==> src/rtl/arbitrated_multiplexer_if.sv <==
// Handshake bundle between N producers, the arbitrated multiplexer and one consumer.
// The master modport is the producer/consumer side; the slave modport is the multiplexer.
interface arbitrated_multiplexer_if #(
  parameter int CHANNELS = 4,
  parameter int WIDTH    = 8,
  parameter int SELW     = 2
);
  logic                      mode;
  logic [SELW-1:0]           address;
  logic [CHANNELS*WIDTH-1:0] in_data;
  logic [CHANNELS-1:0]       in_valid;
  logic [CHANNELS-1:0]       in_ready;
  logic [WIDTH-1:0]          out_data;
  logic [SELW-1:0]           out_channel;
  logic                      out_valid;
  logic                      out_ready;

  modport master (
    output mode, address, in_data, in_valid, out_ready,
    input  in_ready, out_data, out_channel, out_valid
  );

  modport slave (
    input  mode, address, in_data, in_valid, out_ready,
    output in_ready, out_data, out_channel, out_valid
  );
endinterface

==> src/rtl/arbitrated_multiplexer.sv <==
// Registered N-channel multiplexer: fixed address selection or round-robin arbitration,
// with valid/ready handshaking on every input and on the single output register.
module arbitrated_multiplexer #(
  parameter int CHANNELS = 4,
  parameter int WIDTH    = 8,
  parameter int SELW     = 2
) (
  input logic                     clk,
  input logic                     reset,
  arbitrated_multiplexer_if.slave bus
);
  localparam logic [SELW-1:0] LAST_CH = SELW'(CHANNELS - 1);

  logic [WIDTH-1:0]    out_data_q, out_data_d;
  logic [SELW-1:0]     out_channel_q, out_channel_d;
  logic                out_valid_q, out_valid_d;
  logic [SELW-1:0]     ptr_q, ptr_d;

  logic                load_en_s;
  logic                found_s;
  logic                grant_s;
  logic [SELW-1:0]     sel_s;
  logic                hi_found_s, lo_found_s;
  logic [SELW-1:0]     hi_sel_s, lo_sel_s;
  logic [WIDTH-1:0]    sel_data_s;
  logic [CHANNELS-1:0] in_ready_s;

  // Channel selection; round-robin splits channels at ptr and prefers the upper part,
  // the descending loop leaving the lowest valid index of each part as the winner.
  always_comb begin
    sel_s      = '0;
    found_s    = 1'b0;
    hi_found_s = 1'b0;
    lo_found_s = 1'b0;
    hi_sel_s   = '0;
    lo_sel_s   = '0;
    if (bus.mode == 1'b0) begin
      sel_s = bus.address;
      for (int c = 0; c < CHANNELS; c++) begin
        if ((bus.address == SELW'(c)) && bus.in_valid[c]) begin
          found_s = 1'b1;
        end else begin
          found_s = found_s;
        end
      end
    end else begin
      for (int c = CHANNELS - 1; c >= 0; c--) begin
        if (bus.in_valid[c] && (SELW'(c) >= ptr_q)) begin
          hi_found_s = 1'b1;
          hi_sel_s   = SELW'(c);
        end else if (bus.in_valid[c]) begin
          lo_found_s = 1'b1;
          lo_sel_s   = SELW'(c);
        end else begin
          hi_found_s = hi_found_s;
        end
      end
      found_s = hi_found_s | lo_found_s;
      sel_s   = hi_found_s ? hi_sel_s : lo_sel_s;
    end
  end

  assign load_en_s = !out_valid_q || bus.out_ready;
  assign grant_s   = !reset && load_en_s && found_s;

  // Data steering and the one-hot accept vector.
  always_comb begin
    sel_data_s = '0;
    in_ready_s = '0;
    for (int c = 0; c < CHANNELS; c++) begin
      if (sel_s == SELW'(c)) begin
        sel_data_s    = bus.in_data[c*WIDTH +: WIDTH];
        in_ready_s[c] = grant_s;
      end else begin
        in_ready_s[c] = 1'b0;
      end
    end
  end

  // Next state of the output register and the round-robin pointer.
  always_comb begin
    out_data_d    = out_data_q;
    out_channel_d = out_channel_q;
    out_valid_d   = out_valid_q;
    ptr_d         = ptr_q;
    if (grant_s) begin
      out_data_d    = sel_data_s;
      out_channel_d = sel_s;
      out_valid_d   = 1'b1;
      if (bus.mode == 1'b1) begin
        ptr_d = (sel_s == LAST_CH) ? '0 : sel_s + SELW'(1);
      end else begin
        ptr_d = ptr_q;
      end
    end else if (load_en_s) begin
      out_valid_d = 1'b0;
    end else begin
      out_valid_d = out_valid_q;
    end
  end

  // State registers with synchronous reset.
  always_ff @(posedge clk) begin
    if (reset) begin
      out_data_q    <= '0;
      out_channel_q <= '0;
      out_valid_q   <= 1'b0;
      ptr_q         <= '0;
    end else begin
      out_data_q    <= out_data_d;
      out_channel_q <= out_channel_d;
      out_valid_q   <= out_valid_d;
      ptr_q         <= ptr_d;
    end
  end

  assign bus.in_ready    = in_ready_s;
  assign bus.out_data    = out_data_q;
  assign bus.out_channel = out_channel_q;
  assign bus.out_valid   = out_valid_q;
endmodule

==> src/flat_wrapper.sv <==
// flat-port wrapper written by rule: the top's interface ports become plain ports
module arbitrated_multiplexer_flat 
#(
  parameter int CHANNELS = 4,
  parameter int WIDTH    = 8,
  parameter int SELW     = 2
)
  (clk, reset, bus_mode, bus_address, bus_in_data, bus_in_valid, bus_out_ready, bus_in_ready, bus_out_data, bus_out_channel, bus_out_valid);
  arbitrated_multiplexer_if #(.CHANNELS(CHANNELS), .WIDTH(WIDTH), .SELW(SELW)) bus_i ();
  input logic clk;
  input logic reset;
  input wire logic [$bits(bus_i.mode)-1:0] bus_mode;
  input wire logic [$bits(bus_i.address)-1:0] bus_address;
  input wire logic [$bits(bus_i.in_data)-1:0] bus_in_data;
  input wire logic [$bits(bus_i.in_valid)-1:0] bus_in_valid;
  input wire logic [$bits(bus_i.out_ready)-1:0] bus_out_ready;
  output wire logic [$bits(bus_i.in_ready)-1:0] bus_in_ready;
  output wire logic [$bits(bus_i.out_data)-1:0] bus_out_data;
  output wire logic [$bits(bus_i.out_channel)-1:0] bus_out_channel;
  output wire logic [$bits(bus_i.out_valid)-1:0] bus_out_valid;
  assign bus_i.mode = bus_mode;
  assign bus_i.address = bus_address;
  assign bus_i.in_data = bus_in_data;
  assign bus_i.in_valid = bus_in_valid;
  assign bus_i.out_ready = bus_out_ready;
  assign bus_in_ready = bus_i.in_ready;
  assign bus_out_data = bus_i.out_data;
  assign bus_out_channel = bus_i.out_channel;
  assign bus_out_valid = bus_i.out_valid;
  arbitrated_multiplexer #(.CHANNELS(CHANNELS), .WIDTH(WIDTH), .SELW(SELW)) u_core (.clk(clk), .reset(reset), .bus(bus_i));
endmodule
==> config.mk <==
export PLATFORM = sky130hd
export DESIGN_NAME = arbitrated_multiplexer_flat
export DESIGN_NICKNAME = d
export VERILOG_FILES = /design/src/rtl/arbitrated_multiplexer_if.sv /design/src/rtl/arbitrated_multiplexer.sv /design/src/flat_wrapper.sv
export SDC_FILE = /design/constraint.sdc
export NUM_CORES = 1
export LEC_CHECK = 0
export CORE_MARGIN = 2
export CORE_UTILIZATION = 38
export CTS_CLUSTER_SIZE = 28
export DETAILED_ROUTE_END_ITERATION = 6
export GPL_TIMING_DRIVEN = 0
export PLACE_DENSITY = 0.8
export SYNTH_ARGS = -nofsm -noshare
export SYNTH_HDL_FRONTEND = slang
export SYNTH_SLANG_ARGS = --single-unit
==> constraint.sdc <==
create_clock -name clk -period 2.7 [get_ports clk]
set_input_delay 0.405 -clock clk [delete_from_list [all_inputs] [get_ports clk]]
set_output_delay 0.405 -clock clk [all_outputs]
set_load 0.01 [all_outputs]
==> results of run 1 <==
[worst min-delay path, stage by stage, from the launching register on]
cell and delay (ns):
dfxtp_1 0.31, nand2_1 0.05, mux2i_1 0.06
[worst max-delay path by stage]
stage                         start               to  slack, ns
floorplan           bus_in_valid[0]  bus_in_ready[3]       0.31
global placement    bus_in_valid[0]  bus_in_ready[2]      -1.02
detailed placement  bus_in_valid[0]  bus_in_ready[2]      -1.10
CTS                 bus_in_valid[0]  bus_in_ready[1]       0.02
global route        u_core.ptr_q[0]  bus_in_ready[2]      -0.03
finish               bus_address[1]  bus_in_ready[2]       0.08
[kinds of logic after synthesis]
logic type               Yosys count  share of synthesized area (%)
AO/OA/AOI/OAI                     41                           32.2
adder cells (fa/ha/maj)            4                           5.04
flip-flops                        13                           26.2
multiplexers                      11                           11.2
AND/OR/NAND/NOR                   32                           16.1
buffers and inverters             18                           9.19
[stage by stage]
step	worst slack, ns	TNS [ns]	power [mW]	hold WS [ns]	cell area (sq um)
floorplan	0.314	0	0.403	0.474	993
global placement	-1.02	-7.39	0.553	0.446	1590
detailed placement	-1.10	-8.54	0.563	0.460	1590
CTS	0.0154	0	0.701	0.472	1690
global route	-0.0301	-0.0696	0.755	0.481	1720
finish	0.0847	0	0.712	0.464	1720
[per-layer routing]
metal  wire [um]  vias to the layer above
met5           0                        -
met3         168                        5
met1        1400                      561
li1            -                      559
met4          53                        0
met2        1700                       52
[state kept, by name, indices dropped and copies added (netlist names)]
register,count
u_core.ptr_q,2
u_core.bus.out_channel,2
u_core.bus.out_data,8
u_core.bus.out_valid,1
[cell usage in the layout, fill, tap and decap left out, types with 3 or more instances in the layout]
master / n
a221o_1: 7
a2111oi_4: 3
clkbuf_1: 3
a21oi_1: 3
o21a_1: 8
o21ai_0: 3
inv_1: 8
mux2i_1: 10
nor2_1: 5
dfxtp_1: 12
clkbuf_2: 3
dlygate4sd2_1: 5
clkbuf_4: 4
nand2_1: 11
clkdlybuf4s50_1: 46
nand2b_1: 4
a22oi_1: 8
[power breakdown]
group          internal, mW  leakage [nW]  switching, mW  total [mW]
clock                0.0573        0.0150         0.0637       0.121
sequential            0.222         0.108         0.0205       0.242
combinational         0.196         0.591          0.153       0.349
total                 0.474         0.714          0.238       0.712
[synth_stat cells (4+ instances only)]
library cell   n  share of area (%)
a221o_1        7                7.1
a22oi_1        8                6.0
clkbuf_1       4                1.5
dfxtp_1       13                 26
ha_1           4                5.0
inv_1          9                3.4
mux2i_1       10                 10
nand2_1       11                4.2
nand2b_1       4                2.5
nor2_1         6                2.3
nor2b_1        4                2.5
o21a_1         8                6.0
[repair_timing]
action | 4_1_cts | 5_1_grt
pin swaps | 1 | 2
setup buffers | 1 | 0
endpoints found under the setup margin | 12 | 9
gates resized for setup | 32 | 14
hold buffers | 0 | 0
[area by class of cell]
cell class	instances	area, sq um
Buffer	5	46.3
Clock buffer	4	26.3
Fill cell	218	758
Inverter	11	43.8
Multi-Input combinational cell	88	756
Sequential cell	13	262
Tap cell	30	37.5
Timing Repair Buffer	57	548
==> run metrics, run 1 <==
hold path cells=2; PortBufs=56; count of final hold-check violations=0; largest delay contributor family on the critical path=buffers and inverters; drt pass-1 iters=4; Core Footprint=0.00248 sq mm; FF+latch count, synth=13; Non-Filler Instances=208; Max Clk Rate=0.382 GHz; CP Buf/Inv Count=4; Min-Delay Endpoint=u_core.bus.out_data[5]; Sink Count=13; max-cap check violation count=0; period utilisation layout=96.9%; nets=225; I/O pins=57; CP Data Required Time=2.30 ns; share of synthesized registers carrying an async set or reset=0%; DR vias=1177; status=finished, final reports clean; FP Rows=18; GR Overflow Total=0; Synth cell types=35; DIE AREA=0.00304 sq mm; Levels on crit path=8; Die X=55.1 um; worst path arrival time=2.21 ns; Leakage Power=0.714 nW; pwr dens=414 mW/mm^2; r2r startpoint=u_core.ptr_q[1]; Mapped Nets=165; synth warn=0; remaining antenna violation count=0; Worst-path clk slew=0.08 ns; critical path endpoint category=primary output; Final HPWL DP=2.55 mm; # diodes=0; chip height=55.1 um; Avg Vias per Cell=5.66; CTS Buffer Depth=2; met3 Usage GRT=1.88%; critical-path cell list=clkdlybuf4s50_1, nand2b_1, o21ai_1, or4_1, buf_6, buf_12, nor2_1, dlygate4sd2_1; grt met1 use=28.4%; wire per inst=16.0 um; Final GP Congestion=0.736; Final Skew=0.00305 ns; final slew viol count=0; Synth Instances=119; mapped cell area=993 sq um; Total Routing Usage GR=22.9%; Core Util, Final=69.4%; ys flop type=dfxtp_1; RR Endpoint=u_core.bus.out_data[4]; M2 GR Usage=40.5%; Max rail drop VDD=329 uV; Worst slew margin=48.0%; Final setup viols=0; vias in the first global route=1088; worst min path class=flop to flop; hold wc startpoint=u_core.bus.out_data[5]; CP max-delay cell=clkdlybuf4s50_1; clock root buffer=clkbuf_4; Most Crowded Layer GR=met2; Starting DRT DRC Count=24; initial antenna violation count=0; EDFF count, synth=0; clock latency on the worst-skew pair=0.28 ns; Worst Setup Start Kind=primary input; register area share after synthesis=26.2%; Avg Cell Area, Syn=8.35 sq um; drt drc=0; FF-to-FF setup slack=0.24 ns; share of layout cells above drive strength 1=15.7%; post-detailed-routing wire length=3.32 mm; H-tree Lvls=1; Critical Path Max Stage Delay=0.47 ns; CP Max Fanout=10; largest net degree at the start of global routing=11; kind of critical path=primary input to primary output; first-pass GRT wire length=4.88 mm; starting density of the core=40.1%; Syn-to-layout area delta=73.0%; post-route minimum period=2.62 ns; FF-to-FF path depth=10; TritonCTS Buffers=3; Worst-Margin Slew=0.770 ns; CTS tree=yes; dpl cells=205
Note: power is estimated with default switching activity, not from simulation.
==> run 2, diff against run 1 <==
Settings changed: CORE_MARGIN 2 to 4.
==> run metrics, run 2 (same netlist as run 1, synthesis figures left out) <==
starting density of the core=40.1%; Worst-Margin Slew=0.800 ns; max-cap check violation count=0; RR Endpoint=u_core.bus.out_data[2]; worst min path class=flop to flop; final slew viol count=0; Fill cells=210; GR Overflow Total=0; most frequent cells in the layout=clkdlybuf4s50_1, nand2_1, dfxtp_1; chip height=59.1 um; total power=0.714 mW; CP max-delay cell=or4_1; I/O pins=57; CP Data Required Time=2.30 ns; Starting DRT DRC Count=31; commonest non-fill, non-tap cell in the layout=clkdlybuf4s50_1; CP endpoint=bus_in_ready[3]; nets=227; CTS Buffer Depth=2; drt pass-1 iters=4; count of final hold-check violations=0; kind of critical path=primary input to primary output; critical-path cell list=dlygate4sd2_1, or2_2, nor4b_2, or4_1, buf_6, buf_12, nor2_1, dlygate4sd2_1; Critical Path Most Common Cell=dlygate4sd2_1; CP Max Fanout=10; period utilisation layout=96.8%; CP startpoint=bus_in_valid[2]; TritonCTS Buffers=3; vias in the first global route=1237; # diodes=0; initial antenna violation count=0; CP Buf/Inv Count=4; Levels on crit path=8; Leakage Power=0.724 nW; FF-to-FF setup slack=0.21 ns; pwr dens=409 mW/mm^2; Critical Path Max Stage Delay=0.52 ns; Final HPWL DP=2.59 mm; CTS tree=yes; share of layout cells above drive strength 1=18.3%; Total Routing Usage GR=19.4%; Worst-path clk slew=0.08 ns; critical path endpoint category=primary output; max reg flops=8; Syn-to-layout area delta=75.7%; largest delay contributor family on the critical path=buffers and inverters; Layout Cell Area excl Fill=0.00175 sq mm; clock root buffer=clkbuf_4; Final Skew=0.00341 ns; DIE AREA=0.00350 sq mm; remaining antenna violation count=0; drt drc=0; FF-to-FF path depth=11; Final GP Congestion=0.753; largest net degree at the start of global routing=11; PortBufs=56; Worst Setup Start Kind=primary input; first-pass GRT wire length=5.19 mm; status=finished, final reports clean; post-route minimum period=2.61 ns; Core Util, Final=70.5%; Max rail drop VDD=319 uV; Die X=59.1 um; Max Clk Rate=0.383 GHz; Area after DPL=0.00159 sq mm; hold buffers post-CTS=0; Final setup viols=0; post-detailed-routing wire length=3.29 mm; r2r startpoint=u_core.ptr_q[1]; DR vias=1143; Sink Count=13; FP Rows=18; Core Footprint=0.00248 sq mm; wire per inst=15.7 um; Worst slew margin=46.0%; Avg Vias per Cell=5.44; worst path arrival time=2.21 ns; clock latency on the worst-skew pair=0.27 ns; H-tree Lvls=1
[run 2: metal layers]
metal	track usage (%)	part of all wire (%)	vias to the layer above	wire, um
met3	5.23	6.6	6	218
met2	34.2	52	44	1700
met1	20.7	40	527	1310
li1	-	-	566	-
met5	0	0	-	0
met4	10.7	2.0	0	66
[run 2: area by class of cell]
cell class | instances | area [sq um] | area share (%)
repair buffers | 59 | 561 | 32.1
inverters | 11 | 47.5 | 2.72
clock inverters | 1 | 5.00 | 0.287
flip-flops and latches | 13 | 265 | 15.2
multi-input cells | 88 | 754 | 43.2
clock buffers | 3 | 22.5 | 1.29
well taps | 30 | 37.5 | 2.15
plain buffers | 5 | 52.6 | 3.01
[run 2: through the flow]
step | std cells | hold slack (ns) | setup slack (ns) | setup TNS [ns]
finish | 210 | 0.463 | 0.0869 | 0
global route | 210 | 0.492 | -0.00999 | -0.00999
CTS | 210 | 0.466 | 0.00107 | 0
detailed placement | 205 | 0.457 | -1.19 | -9.09
global placement | 205 | 0.447 | -1.06 | -7.74
floorplan | 119 | 0.474 | 0.314 | 0
[run 2: worst min path at each step]
stage                              startpoint                   endpoint  slack [ns]  depth (start not counted)
floorplan                               reset       u_core.bus.out_valid        0.47                          1
global placement       u_core.bus.out_data[6]     u_core.bus.out_data[6]        0.45                          2
detailed placement  u_core.bus.out_channel[1]  u_core.bus.out_channel[1]        0.46                          2
CTS                    u_core.bus.out_data[6]     u_core.bus.out_data[6]        0.47                          2
global route           u_core.bus.out_data[3]     u_core.bus.out_data[3]        0.49                          2
finish              u_core.bus.out_channel[1]  u_core.bus.out_channel[1]        0.46                          2
[run 2: timing repair]
item | in CTS | in global routing
setup endpoints to repair | 12 | 10
pin swaps | 3 | 1
resized for setup | 35 | 19
setup buffers | 3 | 0
endpoints found under the hold margin | 0 | 0
[run 2: power breakdown]
group          internal, mW  switching, mW
clock                0.0549         0.0632
combinational         0.201          0.154
sequential            0.222         0.0193
[run 2: worst reg2reg max path: stages (launching register included)]
cell	delay (ns)
dfxtp_4	0.38
nand2_1	0.10
a2111oi_4	0.35
nor3_2	0.08
buf_4	0.16
buf_4	0.14
ha_1	0.23
nor2b_1	0.14
clkbuf_1	0.17
a221o_1	0.32
a22oi_1	0.21
mux2i_1	0.11
==> run 3, diff against run 2 <==
Settings changed: CELL_PAD_IN_SITES_DETAIL_PLACEMENT from default to 0, CELL_PAD_IN_SITES_GLOBAL_PLACEMENT from default to 1, CORE_UTILIZATION 38 to 26, GPL_ROUTABILITY_DRIVEN from default to 0, PLACE_DENSITY 0.8 to default, PLACE_DENSITY_LB_ADDON from default to 0.1.
==> run metrics, run 3 (same netlist as run 1, synthesis figures left out) <==
status=finished, final reports clean; wire per inst=15.1 um; I/O pins=57; Syn-to-layout area delta=80.0%; vias in the first global route=1132; CTS tree=yes; TritonCTS Buffers=3; DR vias=1115; Starting DRT DRC Count=34; kind of critical path=primary input to primary output; starting density of the core=26.9%; CP Data Required Time=2.30 ns; worst min path class=flop to flop; Total Routing Usage GR=13.7%; Critical Path Max Stage Delay=0.50 ns; hold path cells=2; remaining antenna violation count=0; Core Util, Final=48.5%; first-pass GRT wire length=5.35 mm; Min-Delay Endpoint=u_core.bus.out_data[2]; worst path arrival time=2.18 ns; CTS Buffer Depth=2; CP Max Fanout=10; Max rail drop VDD=158 uV; nets=227; dpl cells=223; critical-path cell list=dlygate4sd2_1, and2b_1, a2111oi_4, or4_1, buf_6, buf_12, nor2_1, dlygate4sd2_1; Max Clk Rate=0.387 GHz; r2r startpoint=u_core.ptr_q[0]; share of layout cells above drive strength 1=16.1%; Worst Setup Start Kind=primary input; RR Endpoint=u_core.bus.out_data[4]; Die X=69.8 um; max-cap check violation count=0; hold buffers post-CTS=0; clock latency on the worst-skew pair=0.24 ns; Worst slew margin=50.1%; Sink Count=13; pwr dens=431 mW/mm^2; Final setup viols=0; clock root buffer=clkbuf_8; drt drc=0; Worst-path clk slew=0.05 ns; largest net degree at the start of global routing=11; GR Overflow Total=0; count of final hold-check violations=0; RSZ-0062 raised after global routing=no; chip height=69.8 um; post-detailed-routing wire length=3.44 mm; Final Skew=0.000437 ns; # diodes=0; H-tree Lvls=1; FF-to-FF path depth=10; commonest non-fill, non-tap cell in the layout=clkdlybuf4s50_1; Non-Filler Instances=228; Core Footprint=0.00369 sq mm; FF-to-FF setup slack=0.24 ns; PortBufs=56; critical path endpoint category=primary output; final slew viol count=0; DIE AREA=0.00487 sq mm; FP Rows=22; most frequent cells in the layout=clkdlybuf4s50_1, dfxtp_1, nand2_1; total power=0.771 mW; CP max-delay cell=or4_1; Critical Path Most Common Cell=dlygate4sd2_1; Avg Vias per Cell=4.89; Leakage Power=0.742 nW; Worst-Margin Slew=0.739 ns; hold wc startpoint=u_core.bus.out_data[2]; initial antenna violation count=0; drt pass-1 iters=2; period utilisation layout=95.6%; Final HPWL DP=2.67 mm; max reg flops=8; post-route minimum period=2.58 ns
==> run 3: critical path, delay by kind of cell <==
| family | cells | cell delay [ns] |
|---|---|---|
| buffers and inverters | 4 | 0.86 |
| and+or+nand+nor | 3 | 0.83 |
| AOI/OAI and AO/OA | 1 | 0.07 |
==> run 3: layout make-up <==
class / instances / area (sq um)
Buffer: 5 / 52.6
Clock buffer: 4 / 45.0
Fill cell: 373 / 1900
Inverter: 11 / 47.5
Multi-Input combinational cell: 88 / 762
Sequential cell: 13 / 260
Tap cell: 48 / 60.1
Timing Repair Buffer: 59 / 561
==> run 3: how the worst max path moves through the flow <==
stage | startpoint | end | slack (ns) | depth (start not counted)
after global placement | bus_in_valid[0] | bus_in_ready[2] | -1.21 | 9
after CTS | bus_in_valid[1] | bus_in_ready[2] | 0.02 | 9
after floorplan | bus_in_valid[0] | bus_in_ready[3] | 0.31 | 8
final | bus_address[0] | bus_in_ready[2] | 0.12 | 8
after detailed placement | bus_in_valid[0] | bus_in_ready[2] | -1.23 | 9
after global routing | bus_mode | bus_in_ready[2] | 0.01 | 9
==> run 3: through the flow <==
stage | cell area (sq um) | TNS, ns | hold slack (ns) | setup WS [ns]
after global routing | 1790 | 0 | 0.478 | 0.0101
final | 1790 | 0 | 0.456 | 0.118
after global placement | 1610 | -9.80 | 0.445 | -1.21
after floorplan | 993 | 0 | 0.474 | 0.314
after CTS | 1750 | 0 | 0.460 | 0.0180
after detailed placement | 1610 | -10.08 | 0.452 | -1.23
==> run 3: report_power, final <==
| group | internal [mW] | switching [mW] | leakage [nW] |
|---|---|---|---|
| Combinational | 0.202 | 0.156 | 0.612 |
| Sequential | 0.222 | 0.0195 | 0.108 |
| Clock | 0.104 | 0.0682 | 0.0228 |
| Total | 0.528 | 0.243 | 0.742 |
==> run 3: per-layer routing <==
metal	share of wire (%)	up-vias	global-route usage (%)
met2	50	23	23.2
met3	3.5	6	2.61
li1	-	561	-
met4	1.4	0	5.11
met1	45	525	17.0
met5	0	-	0
==> run 3: repair_timing <==
item | in CTS | in global routing
buffers inserted | 2 | 1
setup endpoints to repair | 12 | 9
resized for setup | 33 | 15
pin swaps | 1 | 1
hold endpoints to repair | 0 | 0
